$ cat src/rtl/entrada_decimal_pkg.sv
// Shared definitions for the decimal keypad entry block: FSM encoding and the BCD digit limit.
package entrada_decimal_pkg;

  localparam logic [1:0] ST_IDLE    = 2'd0;
  localparam logic [1:0] ST_COLLECT = 2'd1;
  localparam logic [1:0] ST_DONE    = 2'd2;

  localparam logic [3:0] BCD_MAX = 4'd9;

endpackage

$ cat src/rtl/entrada_decimal_debounce_tecla.sv
// Push-button conditioner: 2-FF synchronizer, stability counter, one pulse per debounced press.
module debounce_tecla #(
  parameter int DEB_CYCLES = 16
) (
  input  logic clk,
  input  logic reset,
  input  logic key_n,
  output logic pulse
);

  localparam int CW = (DEB_CYCLES > 1) ? $clog2(DEB_CYCLES) : 1;
  localparam logic [CW-1:0] LAST = CW'(DEB_CYCLES - 1);

  logic          sync1;
  logic          sync2;
  logic          level;
  logic [CW-1:0] cnt;

  // NOTE: every register here uses non-blocking assignment so all flops sample the
  // pre-edge values; blocking would collapse the synchronizer into a single stage.
  always_ff @(posedge clk) begin
    if (reset) begin
      sync1 <= 1'b1;
      sync2 <= 1'b1;
      level <= 1'b1;
      cnt   <= '0;
      pulse <= 1'b0;
    end else begin
      sync1 <= key_n;
      sync2 <= sync1;
      pulse <= 1'b0;
      // Any return to the accepted level restarts the stability window.
      if (sync2 == level) begin
        cnt <= '0;
      end else if (cnt == LAST) begin
        cnt   <= '0;
        level <= sync2;
        pulse <= ~sync2;
      end else begin
        cnt <= cnt + 1'b1;
      end
    end
  end

endmodule

$ cat src/rtl/entrada_decimal.sv
// Decimal keypad entry: stalls the CPU, assembles typed BCD digits into a binary word.
// Optional digit echo outputs for the 7-segment path when ENTRADA_ECO_EN is defined.
module entrada_decimal
  import entrada_decimal_pkg::*;
#(
  parameter int MAX_DIGITS = 4,
  parameter int WIDTH      = 32,
  parameter int DEB_CYCLES = 16
) (
  input  logic             clk,
  input  logic             reset,
  input  logic             req,
  input  logic [3:0]       digit,
  input  logic             key_digit_n,
  input  logic             key_enter_n,
  input  logic             key_clear_n,
  output logic             halt,
  output logic [WIDTH-1:0] value,
  output logic             valid,
  output logic [3:0]       count,
  output logic             err
`ifdef ENTRADA_ECO_EN
 ,output logic [3:0]       eco_mil,
  output logic [3:0]       eco_cent,
  output logic [3:0]       eco_dez,
  output logic [3:0]       eco_uni
`endif
);

  localparam logic [3:0] MAX_CNT = 4'(MAX_DIGITS);

  logic [1:0]       state;
  logic [WIDTH-1:0] acc;
  logic             digit_p;
  logic             enter_p;
  logic             clear_p;

  debounce_tecla #(.DEB_CYCLES(DEB_CYCLES)) u_deb_digit (
    .clk(clk), .reset(reset), .key_n(key_digit_n), .pulse(digit_p));
  debounce_tecla #(.DEB_CYCLES(DEB_CYCLES)) u_deb_enter (
    .clk(clk), .reset(reset), .key_n(key_enter_n), .pulse(enter_p));
  debounce_tecla #(.DEB_CYCLES(DEB_CYCLES)) u_deb_clear (
    .clk(clk), .reset(reset), .key_n(key_clear_n), .pulse(clear_p));

  function automatic logic [WIDTH-1:0] mul10_add(input logic [WIDTH-1:0] a,
                                                 input logic [3:0] d);
    return (a << 3) + (a << 1) + WIDTH'(d);
  endfunction

  assign halt  = (state == ST_COLLECT);
  assign valid = (state == ST_DONE);

  logic digit_ok;
  assign digit_ok = (digit <= BCD_MAX) && (count < MAX_CNT);

`ifdef ENTRADA_ECO_EN
  always_ff @(posedge clk) begin
    if (reset) begin
      {eco_mil, eco_cent, eco_dez, eco_uni} <= '0;
    end else if ((state == ST_IDLE && req) || (state == ST_COLLECT && !enter_p && clear_p)) begin
      {eco_mil, eco_cent, eco_dez, eco_uni} <= '0;
    end else if (state == ST_COLLECT && !enter_p && digit_p && digit_ok) begin
      {eco_mil, eco_cent, eco_dez, eco_uni} <= {eco_cent, eco_dez, eco_uni, digit};
    end
  end
`endif

  always_ff @(posedge clk) begin
    if (reset) begin
      state <= ST_IDLE;
      acc   <= '0;
      count <= '0;
      err   <= 1'b0;
      value <= '0;
    end else begin
      case (state)
        ST_IDLE: begin
          if (req) begin
            state <= ST_COLLECT;
            acc   <= '0;
            count <= '0;
            err   <= 1'b0;
          end
        end
        ST_COLLECT: begin
          // Priority enter > clear > digit; lower-priority pulses in the same cycle are lost.
          if (enter_p) begin
            value <= acc;
            err   <= 1'b0;
            state <= ST_DONE;
          end else if (clear_p) begin
            acc   <= '0;
            count <= '0;
            err   <= 1'b0;
          end else if (digit_p) begin
            if (digit > BCD_MAX) begin
              err <= 1'b1;
            end else if (count < MAX_CNT) begin
              acc   <= mul10_add(acc, digit);
              count <= count + 4'd1;
            end
          end
        end
        ST_DONE: state <= ST_IDLE;
        default: state <= ST_IDLE;
      endcase
    end
  end

endmodule

$ cat config.mk
export PLATFORM = sky130hd
export DESIGN_NAME = entrada_decimal
export DESIGN_NICKNAME = d
export VERILOG_FILES = /design/src/rtl/entrada_decimal_pkg.sv /design/src/rtl/entrada_decimal_debounce_tecla.sv /design/src/rtl/entrada_decimal.sv
export SDC_FILE = /design/constraint.sdc
export NUM_CORES = 1
export LEC_CHECK = 0
export ABC_CLOCK_PERIOD_IN_PS = 3400
export CAP_MARGIN = 20
export CORE_ASPECT_RATIO = 0.75
export CORE_UTILIZATION = 56
export CTS_CLUSTER_DIAMETER = 150
export DETAILED_ROUTE_END_ITERATION = 10
export GPL_ROUTABILITY_DRIVEN = 0
export GPL_TIMING_DRIVEN = 0
export PLACE_DENSITY_LB_ADDON = 0.3
export SYNTH_ARGS = -nofsm -noshare
export SYNTH_HDL_FRONTEND = slang
export SYNTH_SLANG_ARGS = --single-unit
$ cat constraint.sdc
create_clock -name clk -period 3.4 [get_ports clk]
set_input_delay 0.68 -clock clk [delete_from_list [all_inputs] [get_ports clk]]
set_output_delay 0.68 -clock clk [all_outputs]
set_load 0.01 [all_outputs]
==> metrics, run 1 <==
status finished clean; die outline height 85.8 microns; Area contributors post-synth sky130_fd_sc_hd__dfxtp_1 36%, sky130_fd_sc_hd__ha_1 15%, sky130_fd_sc_hd__nand2_1 7.9%; synthesized netlist net count 697; area of the mapped netlist 0.00524 sq mm; total wirelength of the detailed-routed design 12.6 mm; count of placed standard cells in the final layout, fillers left out 826; commonest cells in the synthesized netlist 111 x sky130_fd_sc_hd__nand2_1, 95 x sky130_fd_sc_hd__dfxtp_1, 62 x sky130_fd_sc_hd__a21oi_1, 62 x sky130_fd_sc_hd__ha_1, 48 x sky130_fd_sc_hd__nor2_1; fill cell instance count of the final layout 722; P_leak 2.67 nW; number of sinks handled by clock tree synthesis 95; std cell rows 30; part of the power in combinational logic 2.9%; Area Overhead vs Synth 20.5%; Post-Syn Area per Cell 8.41 sq um; logic depth of the worst register-to-register path 12; chip width 114 microns; max-cap violation count 0; number of port buffers 47; power density over cell area 348 mW/mm^2; CTS root buf sky130_fd_sc_hd__clkbuf_16; grt total ovfl 0; beginning of the worst hold path u_deb_enter.sync1$_SDFF_PP1_; data required time of the critical path 3610 ps; EDFF count, synth 0; R2R Path Start acc[2]$_SDFFE_PP0P_; largest net degree at the start of global routing 19; share of final-layout standard cells stronger than drive strength 1 7.16%; Inserted Clock Buffers 9; final count of pins violating max slew 0; share of total power in sequential cells 51.0%; hold buffers post-CTS 0; list of cells traversed by the critical path clkdlybuf4s50_1, inv_1, fa_1, inv_2, fa_2, a21oi_2, nand4b_1, a211oi_1, or3_1, nand4_1, o41ai_2, xnor2_1, o21ai_0; TNS Setup 0 ps; Area after DPL 0.00587 sq mm; actual slew at the worst max-slew pin 627 ps; count of endpoints failing hold in the final timing report 0; arrival time at the worst endpoint 3560 ps; post-route clock period utilization 98.5%; initial antenna violation count 0; proportion of register bits with asynchronous set or reset after synthesis 0%; relative slew slack 57.9%; crit path capture type flop; switching part of the total power 23.7%; highest net fanout along the worst path 3; floorplan core area 0.00908 sq mm; Max Clock Skew 5.86 ps; Primary FF master, synth sky130_fd_sc_hd__dfxtp_1; hpwl dp 9.16 mm; total die area 0.00976 sq mm; post-synthesis cell type count 46; cell with the most instances after synthesis sky130_fd_sc_hd__nand2_1; Final min period 3350 ps; CTS tree yes; # IOs 49; CP peak stage delay 480 ps; Vias/cell 5.65; number of detailed-routing iterations run before antenna repair 5; peak clock frequency supported by timing 299 MHz; overall via count from detail_route 4,666; clock insertion delay at the later pin of the skew report 340 ps; number of cells after detailed placement 798; Peak supply drop 0.316 mV; post-layout instance area 0.00632 sq mm; reg-to-reg slack, setup 400 ps; number of antenna repair diodes 0; DRC viols 0; number of instances in the synthesized netlist 623; count of state elements after synthesis 95; # nets final 767; Worst Setup Start Kind primary input; Worst Hold Depth 1; Clock power frac 46.1%; internal power component 1.68 mW; Clk pin slew, worst setup/hold paths 70 ps; post-DR wirelength/cell 15.2 microns; Initial Utilization 57.7%; H-tree depth 3; leading area contributor after synthesis sky130_fd_sc_hd__dfxtp_1; clock tree buffer depth 2; vias in the first global route 4,418; All-Layer GR Usage 26.8%; portion of synthesized cell area occupied by the leading cell type 36.3%; sequential cell area fraction in the yosys report 36.3%; cell type of the slowest stage on the worst timing path sky130_fd_sc_hd__clkdlybuf4s50_1; number of routed nets with antenna violations 0; power consumption 2.20 mW; hold endpoint u_deb_enter.sync2$_SDFF_PP1_; CP Class primary input to flop; first-pass GRT wire length 20.8 mm; final setup violation count 0; switching power of the nets 0.521 mW; path class of the lowest-slack min-delay path flop to flop; starting DRC count in detailed routing 337; synthesis warning total 0; reg-to-reg critical path endpoint acc[28]$_SDFFE_PP0P_
-- kinds of logic (layout without fill, tap and decap cells) --
family | Yosys count | in the layout | synth area share (%)
AND/OR/NAND/NOR | 228 | 228 | 19.9
AO/OA/AOI/OAI | 153 | 153 | 18.1
flip-flops | 95 | 95 | 36.3
adder cells (fa/ha/maj) | 64 | 64 | 15.6
buffers and inverters | 41 | 116 | 2.94
XOR/XNOR | 33 | 33 | 5.51
multiplexers | 9 | 9 | 1.72
-- through the flow --
stage	setup slack (ps)	hold WS, ps	utilization (%)
global placement	-552	397	64.7
detailed placement	-651	396	64.7
CTS	37.0	413	69.0
floorplan	308	389	-
finish	50.1	411	69.6
global route	-33.6	430	69.6
-- power groups by stage --
stage | clock, mW | sequential (mW) | combinational, mW
3_5_place_dp | 0 | 1.15 | 0.0607
3_3_place_gp | 0 | 1.15 | 0.0593
6_report | 1.01 | 1.12 | 0.0627
5_1_grt | 1.06 | 1.12 | 0.0688
4_1_cts | 1.02 | 1.12 | 0.0617
2_1_floorplan | 0 | 1.15 | 0.0353
-- final cells by class --
type	instances	area, sq um	share of cell area (%)
inverter	15	56.3	0.891
multi-input combinational	487	3240	51.2
sequential	95	1900	30.1
timing repair buffer	59	568	8.99
clock buffer	10	239	3.78
buffer	26	97.6	1.54
tap	128	160	2.53
clock inverter	6	58.8	0.931
-- sequential cells by signal (all words and copies together), names as in the netlist, 2 cells and up --
name,cells
acc,32
count,4
u_deb_enter.cnt,4
value,32
state,2
u_deb_clear.cnt,4
u_deb_digit.cnt,4
-- how the worst max path moves through the flow --
stage	slack (ps)	to	depth (start not counted)	start
final	50	acc[28]$_SDFFE_PP0P_	13	digit[3]
after global routing	-30	acc[24]$_SDFFE_PP0P_	13	digit[3]
after floorplan	310	acc[31]$_SDFFE_PP0P_	12	digit[3]
after detailed placement	-650	acc[31]$_SDFFE_PP0P_	13	digit[3]
after global placement	-550	acc[31]$_SDFFE_PP0P_	13	digit[3]
after CTS	40	acc[31]$_SDFFE_PP0P_	13	digit[3]
-- layer usage --
metal	share of wire, %	track usage (%)	up-vias
met5	0	0	-
met4	1.4	7.89	0
met3	5.4	4.45	23
met2	46	44.2	153
met1	47	36.3	2169
li1	-	-	2321
-- repair_timing --
action                                 in CTS  in global routing
endpoints found under the hold margin       0                  0
buffers inserted                            7                  5
setup endpoints to repair                  11                 15
resized for setup                          12                  6
gates cloned                                0                  0
pin swaps                                   9                 11
-- cells in the final DEF, fill, tap and decap left out, types with 16 or more instances in the layout --
| master | instances |
|---|---|
| sky130_fd_sc_hd__clkbuf_1 | 26 |
| sky130_fd_sc_hd__clkdlybuf4s50_1 | 47 |
| sky130_fd_sc_hd__a21oi_1 | 59 |
| sky130_fd_sc_hd__a21o_1 | 16 |
| sky130_fd_sc_hd__dfxtp_1 | 95 |
| sky130_fd_sc_hd__ha_1 | 61 |
| sky130_fd_sc_hd__o21ai_0 | 23 |
| sky130_fd_sc_hd__nor2_1 | 47 |
| sky130_fd_sc_hd__xnor2_1 | 22 |
| sky130_fd_sc_hd__nand2_1 | 110 |
| sky130_fd_sc_hd__nand3_1 | 16 |
-- critical path: cells and delay by family --
| family | cells | cell delay, ps |
|---|---|---|
| adder cells (fa/ha/maj) | 2 | 650 |
| AND/OR/NAND/NOR | 3 | 670 |
| XOR/XNOR | 1 | 170 |
| AO/OA/AOI/OAI | 4 | 780 |
| buffers and inverters | 3 | 620 |
Note: power is estimated with default switching activity, not from simulation.
==> run 2, diff against run 1 <==
Settings changed: SLEW_MARGIN from default to 30.
==> results of run 2 <==
No change in the layout: final DEF, timing and power equal those of run 1.
